==> src/rtl/mem_port_arbiter.sv <==
// mem_port_arbiter: shares the single-ported Memory between fetch (F) and data (M) requesters.
// Optional trace/checker build: define MEM_ARB_TRACE_EN.
module mem_port_arbiter (
   input  logic        clock,
   input  logic        reset,
   input  logic        f_req,
   input  logic [31:0] f_addr,
   output logic        f_ack,
   output logic [31:0] f_rdata,
   input  logic        m_req,
   input  logic        m_we,
   input  logic [31:0] m_addr,
   input  logic [31:0] m_wdata,
   output logic        m_ack,
   output logic [31:0] m_rdata,
   output logic [31:0] mem_address,
   output logic [31:0] mem_write_value,
   output logic        mem_enable_write,
   input  logic [31:0] mem_read_value
);
   typedef enum logic [1:0] {IDLE, GNT_F, GNT_M} state_t;
   state_t      state_q, state_d;
   logic        f_ack_q, f_ack_d, m_ack_q, m_ack_d, we_q, we_d;
   logic [31:0] f_rdata_q, f_rdata_d, m_rdata_q, m_rdata_d;
   logic [31:0] addr_q, addr_d, wval_q, wval_d;
   logic        f_elig, m_elig;
   // Grant decision: a requester is not re-granted in its own ack cycle; M wins ties.
   always_comb begin
      f_elig    = f_req && state_q != GNT_F;
      m_elig    = m_req && state_q != GNT_M;
      state_d   = m_elig ? GNT_M : f_elig ? GNT_F : IDLE;
      addr_d    = m_elig ? m_addr : f_elig ? f_addr : addr_q;
      wval_d    = m_elig ? m_wdata : wval_q;
      we_d      = m_elig && m_we;
      f_ack_d   = state_q == GNT_F;
      m_ack_d   = state_q == GNT_M;
      f_rdata_d = state_q == GNT_F ? mem_read_value : f_rdata_q;
      m_rdata_d = (state_q == GNT_M && !we_q) ? mem_read_value : m_rdata_q;
   end
   // State and registered outputs; reset also suppresses the ack of an in-flight grant.
   always_ff @(posedge clock) begin
      if (reset) begin
         state_q   <= IDLE;
         f_ack_q   <= 1'b0;
         m_ack_q   <= 1'b0;
         we_q      <= 1'b0;
         f_rdata_q <= '0;
         m_rdata_q <= '0;
         addr_q    <= '0;
         wval_q    <= '0;
      end else begin
         state_q   <= state_d;
         f_ack_q   <= f_ack_d;
         m_ack_q   <= m_ack_d;
         we_q      <= we_d;
         f_rdata_q <= f_rdata_d;
         m_rdata_q <= m_rdata_d;
         addr_q    <= addr_d;
         wval_q    <= wval_d;
      end
   end
   assign f_ack            = f_ack_q;
   assign m_ack            = m_ack_q;
   assign f_rdata          = f_rdata_q;
   assign m_rdata          = m_rdata_q;
   assign mem_address      = addr_q;
   assign mem_write_value  = wval_q;
   assign mem_enable_write = we_q;
`ifdef MEM_ARB_TRACE_EN
   // Grant trace and protocol checker for simulation builds.
   always @(posedge clock) begin
      if (!reset) begin
         if (state_d == GNT_F)
            $display("%0t arb: grant F addr=%h R", $time, f_addr);
         if (state_d == GNT_M && m_we)
            $display("%0t arb: grant M addr=%h W data=%h", $time, m_addr, m_wdata);
         if (state_d == GNT_M && !m_we)
            $display("%0t arb: grant M addr=%h R", $time, m_addr);
         if (f_ack_q && m_ack_q) begin
            $display("%0t arb ERROR: f_ack and m_ack both high", $time);
            $stop;
         end
         if (we_q && state_q != GNT_M) begin
            $display("%0t arb ERROR: mem_enable_write outside GNT_M", $time);
            $stop;
         end
      end
   end
`endif
endmodule

==> config.mk <==
export PLATFORM = sky130hd
export DESIGN_NAME = mem_port_arbiter
export DESIGN_NICKNAME = d
export VERILOG_FILES = /design/src/rtl/mem_port_arbiter.sv
export SDC_FILE = /design/constraint.sdc
export NUM_CORES = 1
export LEC_CHECK = 0
export ABC_AREA = 0
export BUFFER_PORTS_ARGS = -buffer_cell sky130_fd_sc_hd__buf_2
export CELL_PAD_IN_SITES_DETAIL_PLACEMENT = 1
export CELL_PAD_IN_SITES_GLOBAL_PLACEMENT = 1
export CORE_MARGIN = 5
export CORE_UTILIZATION = 34
export DETAILED_ROUTE_END_ITERATION = 7
export GPL_TIMING_DRIVEN = 0
export HOLD_SLACK_MARGIN = 0.05
export PLACE_DENSITY = 0.9
export SETUP_SLACK_MARGIN = 0.3
export SLEW_MARGIN = 10
export SYNTH_ARGS = -nofsm -noshare
export SYNTH_HDL_FRONTEND = slang
export SYNTH_SLANG_ARGS = --single-unit
==> constraint.sdc <==
create_clock -name clock -period 4.4 [get_ports clock]
set_clock_uncertainty 0.15 [all_clocks]
set_input_delay 1.1 -clock clock [delete_from_list [all_inputs] [get_ports clock]]
set_output_delay 1.1 -clock clock [all_outputs]
set_load 0.01 [all_outputs]
==> run summary <==
SYNTH
--------------------------------------------------------------------------------
Cell types with the largest area share after synthesis ............ dfxtp_1 51%, nand2_1 18%, a21oi_1 9.1%
Synthesized area ..................................................   5260 sq um
Cell count after synthesis ........................................          689
Post-synth top area cell ..........................................      dfxtp_1
YS warnings .......................................................            0
Post-Syn Area per Cell ............................................   7.63 sq um
Post-synthesis sequential element count ...........................          133
Number of distinct library cells after synthesis ..................           20
Sequential element share of the synthesized area ..................        0.506
Share of the synthesized area in the top cell type ................        0.506
Number of nets in the synthesized netlist .........................          822

CLOCKING
--------------------------------------------------------------------------------
Max clock buf depth ...............................................            2
Clock sink count ..................................................          133
Clock insertion delay at the later pin of the skew report .........      0.42 ns
Root buffer cell ..................................................    clkbuf_16
Quantity of hold-fixing buffers added after cts ...................            0
Post-CTS sizing ...................................................            0
Clock tree from TritonCTS .........................................          yes
Maximum level of the CTS H-tree ...................................            4
Number of clock buffers inserted by TritonCTS .....................           17
Reg clk slew, reported paths ......................................      0.06 ns
Postcts setup bufs ................................................            0

WORST SETUP PATH
--------------------------------------------------------------------------------
Kind of end point of the critical path ............................     register
Critical path fanouts, max ........................................           10
Critical Setup Path Class .........................................       in2reg
Stages on worst setup path ........................................            4
Critical Path RT ..................................................      4.53 ns
Most Frequent Cell on Critical Path ...............................     clkbuf_1
Family with the most delay on the worst path ...................... buffers and inverters
Ordered list of cells on the worst path ........................... clkbuf_1, clkbuf_1, clkbuf_1, a21oi_1
Arrival time worst endpoint .......................................      2.39 ns
Worst-case reg-to-reg path depth ..................................            6
Startpoint types ..................................................   input port
Count of buffer and inverter cells on the critical path ...........            3
Critical Path Max Stage Delay .....................................      0.49 ns
Cell with the largest stage delay on the worst path ...............     clkbuf_1

FLOORPLANNING
--------------------------------------------------------------------------------
Core Box Area .....................................................  15200 sq um
Site row count ....................................................           45
Number of top-level design ports ..................................          264
Die height ........................................................       134 um
Starting density of the core ......................................        0.346
Overall die area ..................................................  18000 sq um
DIE WIDTH .........................................................       134 um

TIMING
--------------------------------------------------------------------------------
Max Slew Vio Count ................................................            0
Post-route setup slack ............................................      2.14 ns
Finish-stage setup viols ..........................................            0
Fraction of the cycle the final worst path needs ..................        0.514
Slew headroom .....................................................        0.628
Final min period ..................................................      2.26 ns
Count of endpoints failing hold in the final timing report ........            0
Maximum frequency from static timing analysis .....................      442 MHz
Transition time at the pin with the least slew margin .............     0.559 ns
Unrepaired setup endpoints after global routing ...................           no
Setup Total Neg Slack .............................................         0 ns

HOLD PATH
--------------------------------------------------------------------------------
Hold/Removal Path Class ...........................................      reg2reg
Hold Crit Depth ...................................................            2

PLACE
--------------------------------------------------------------------------------
Final RePlAce weighted congestion .................................        0.797
HPWL Detailed .....................................................      14.9 mm
Area post-placement ...............................................   6790 sq um
Port Buf Inserts ..................................................          260
Pre-CTS worst setup slack .........................................      1.61 ns

GLOBAL ROUTING
--------------------------------------------------------------------------------
Wire length of the first global-routing pass ......................      31.4 mm
Vias in the first global route ....................................         6186
Number of antenna violations at the first check in global routing .            0
Maximum number of pins on one net before global-route repair ......           17
Aggregate global-route resource usage .............................        0.218
GRT Residual Overflow .............................................            0

DRT
--------------------------------------------------------------------------------
Violation count after the first detailed-routing iteration ........          148
Vias per inst .....................................................         5.02
First-pass detailed-route iteration total .........................            4
# DRC .............................................................            0
Total length of routed wires ......................................      20.0 mm
Vias ..............................................................         5869
Count of nets left with antenna violations after detail routing ...            0
Wire per inst .....................................................      17.1 um

CELLS AND AREA
--------------------------------------------------------------------------------
Filler Cells Inserted .............................................         1972
Finished Cell Area ................................................   7410 sq um
Footprint of the multi-input gates ................................   2290 sq um
Layout overhead on the synthesized area ...........................        40.9%
Fraction of layout cells with a size suffix above 1 ...............        0.331
Fin nets ..........................................................         1101
Sequential cell area ..............................................   2660 sq um
ANT cells .........................................................            0

POWER AND IR DROP
--------------------------------------------------------------------------------
Worst voltage drop across the vdd grid ............................       246 uV
Power per Cell Area ...............................................  441 nW/um^2
Leakage Power .....................................................   0.00355 uW

JOB
--------------------------------------------------------------------------------
Number of max-capacitance violations reported .....................            0

STATUS
--------------------------------------------------------------------------------
Status ............................................................ complete, no violations

-- synthesized netlist by cell type --
master and count:
nand2b_1 2, and2_4 1, o22a_4 1, a211o_1 32, buf_6 4, nand2_1 257
a21oi_1 96, dfxtp_1 133, clkbuf_1 31, buf_1 1, nor2_2 1, a31oi_1 32
nor2b_1 1, or2_1 1, and2_1 1, nor2_1 35, buf_2 23, buf_4 3
nand2_2 1, nor3_1 33
-- stage by stage --
| stage | hold WS [ns] | total power [uW] | std cells | util |
|---|---|---|---|---|
| after global placement | 0.289 | 1780 | 1137 | 0.447 |
| after floorplan | 0.331 | 1580 | 689 | - |
| after global routing | 0.320 | 3410 | 1169 | 0.487 |
| final | 0.300 | 3270 | 1169 | 0.487 |
| after CTS | 0.302 | 3300 | 1169 | 0.487 |
| after detailed placement | 0.293 | 1800 | 1137 | 0.447 |
-- logic make-up after synthesis --
kind of cell | synth area share
simple gates | 0.250
flops | 0.506
compound gates | 0.186
buf+inv | 0.0576
-- tightest hold or removal path, stage by stage (launching register included) --
cell     delay [ns]
dfxtp_1        0.30
nand2_1        0.05
a21oi_1        0.05
-- per-layer routing --
layer	global-route usage	vias up	wire length (um)
met3	0.0739	40	1530
met2	0.380	201	9930
met1	0.247	2765	7960
met4	0.0837	0	540
li1	-	2863	-
met5	0	-	0
-- final timing paths --
path,start,slack [ns],end
hold / removal,f_rdata[12]$_SDFFE_PP0P_,0.30,f_rdata[12]$_SDFFE_PP0P_
setup / recovery,reset,2.14,f_rdata[25]$_SDFFE_PP0P_
hold reg to reg,f_rdata[12]$_SDFFE_PP0P_,0.30,f_rdata[12]$_SDFFE_PP0P_
setup reg to reg,state_q[0]$_SDFF_PP0_,2.65,m_rdata[13]$_SDFFE_PP0P_
-- flip-flops by register name (all words and copies together) (netlist names) --
| register | flops |
|---|---|
| mem_write_value | 32 |
| state_q | 2 |
| mem_enable_write | 1 |
| m_rdata | 32 |
| mem_address | 32 |
| f_rdata | 32 |
| m_ack | 1 |
| f_ack | 1 |
-- report_power, final --
group          leakage, uW  switching, uW  internal, uW
Clock             0.000292            584           916
Sequential         0.00109           43.5          1280
Combinational      0.00216            264           182
Total              0.00355            892          2380
-- cells in the final DEF (no fill, tap or decap) --
cell          n
and2_4        1
a21oi_1      96
nand2b_1      2
clkinvlp_4    3
clkbuf_16    17
clkbuf_8      1
nand2_1     257
clkbuf_1     32
nor2_2        1
nor2b_1       1
nand2_2       1
nor2_1       35
a31oi_1      32
clkinv_2      1
inv_6         3
and2_1        1
bufinv_16     3
buf_1         1
dfxtp_1     133
nor3_1       33
inv_8         1
a211o_1      32
or2_1         1
buf_6         4
clkinv_4      2
buf_4         3
buf_2       283
o22a_4        1
-- cell type report --
type	count	area share
multi-input cells	494	0.309
well taps	188	0.0317
plain buffers	62	0.0409
flip-flops and latches	133	0.359
repair buffers	260	0.176
clock buffers	19	0.0598
clock inverters	13	0.0233
No activity file was read; power rests on OpenSTA's default activity.
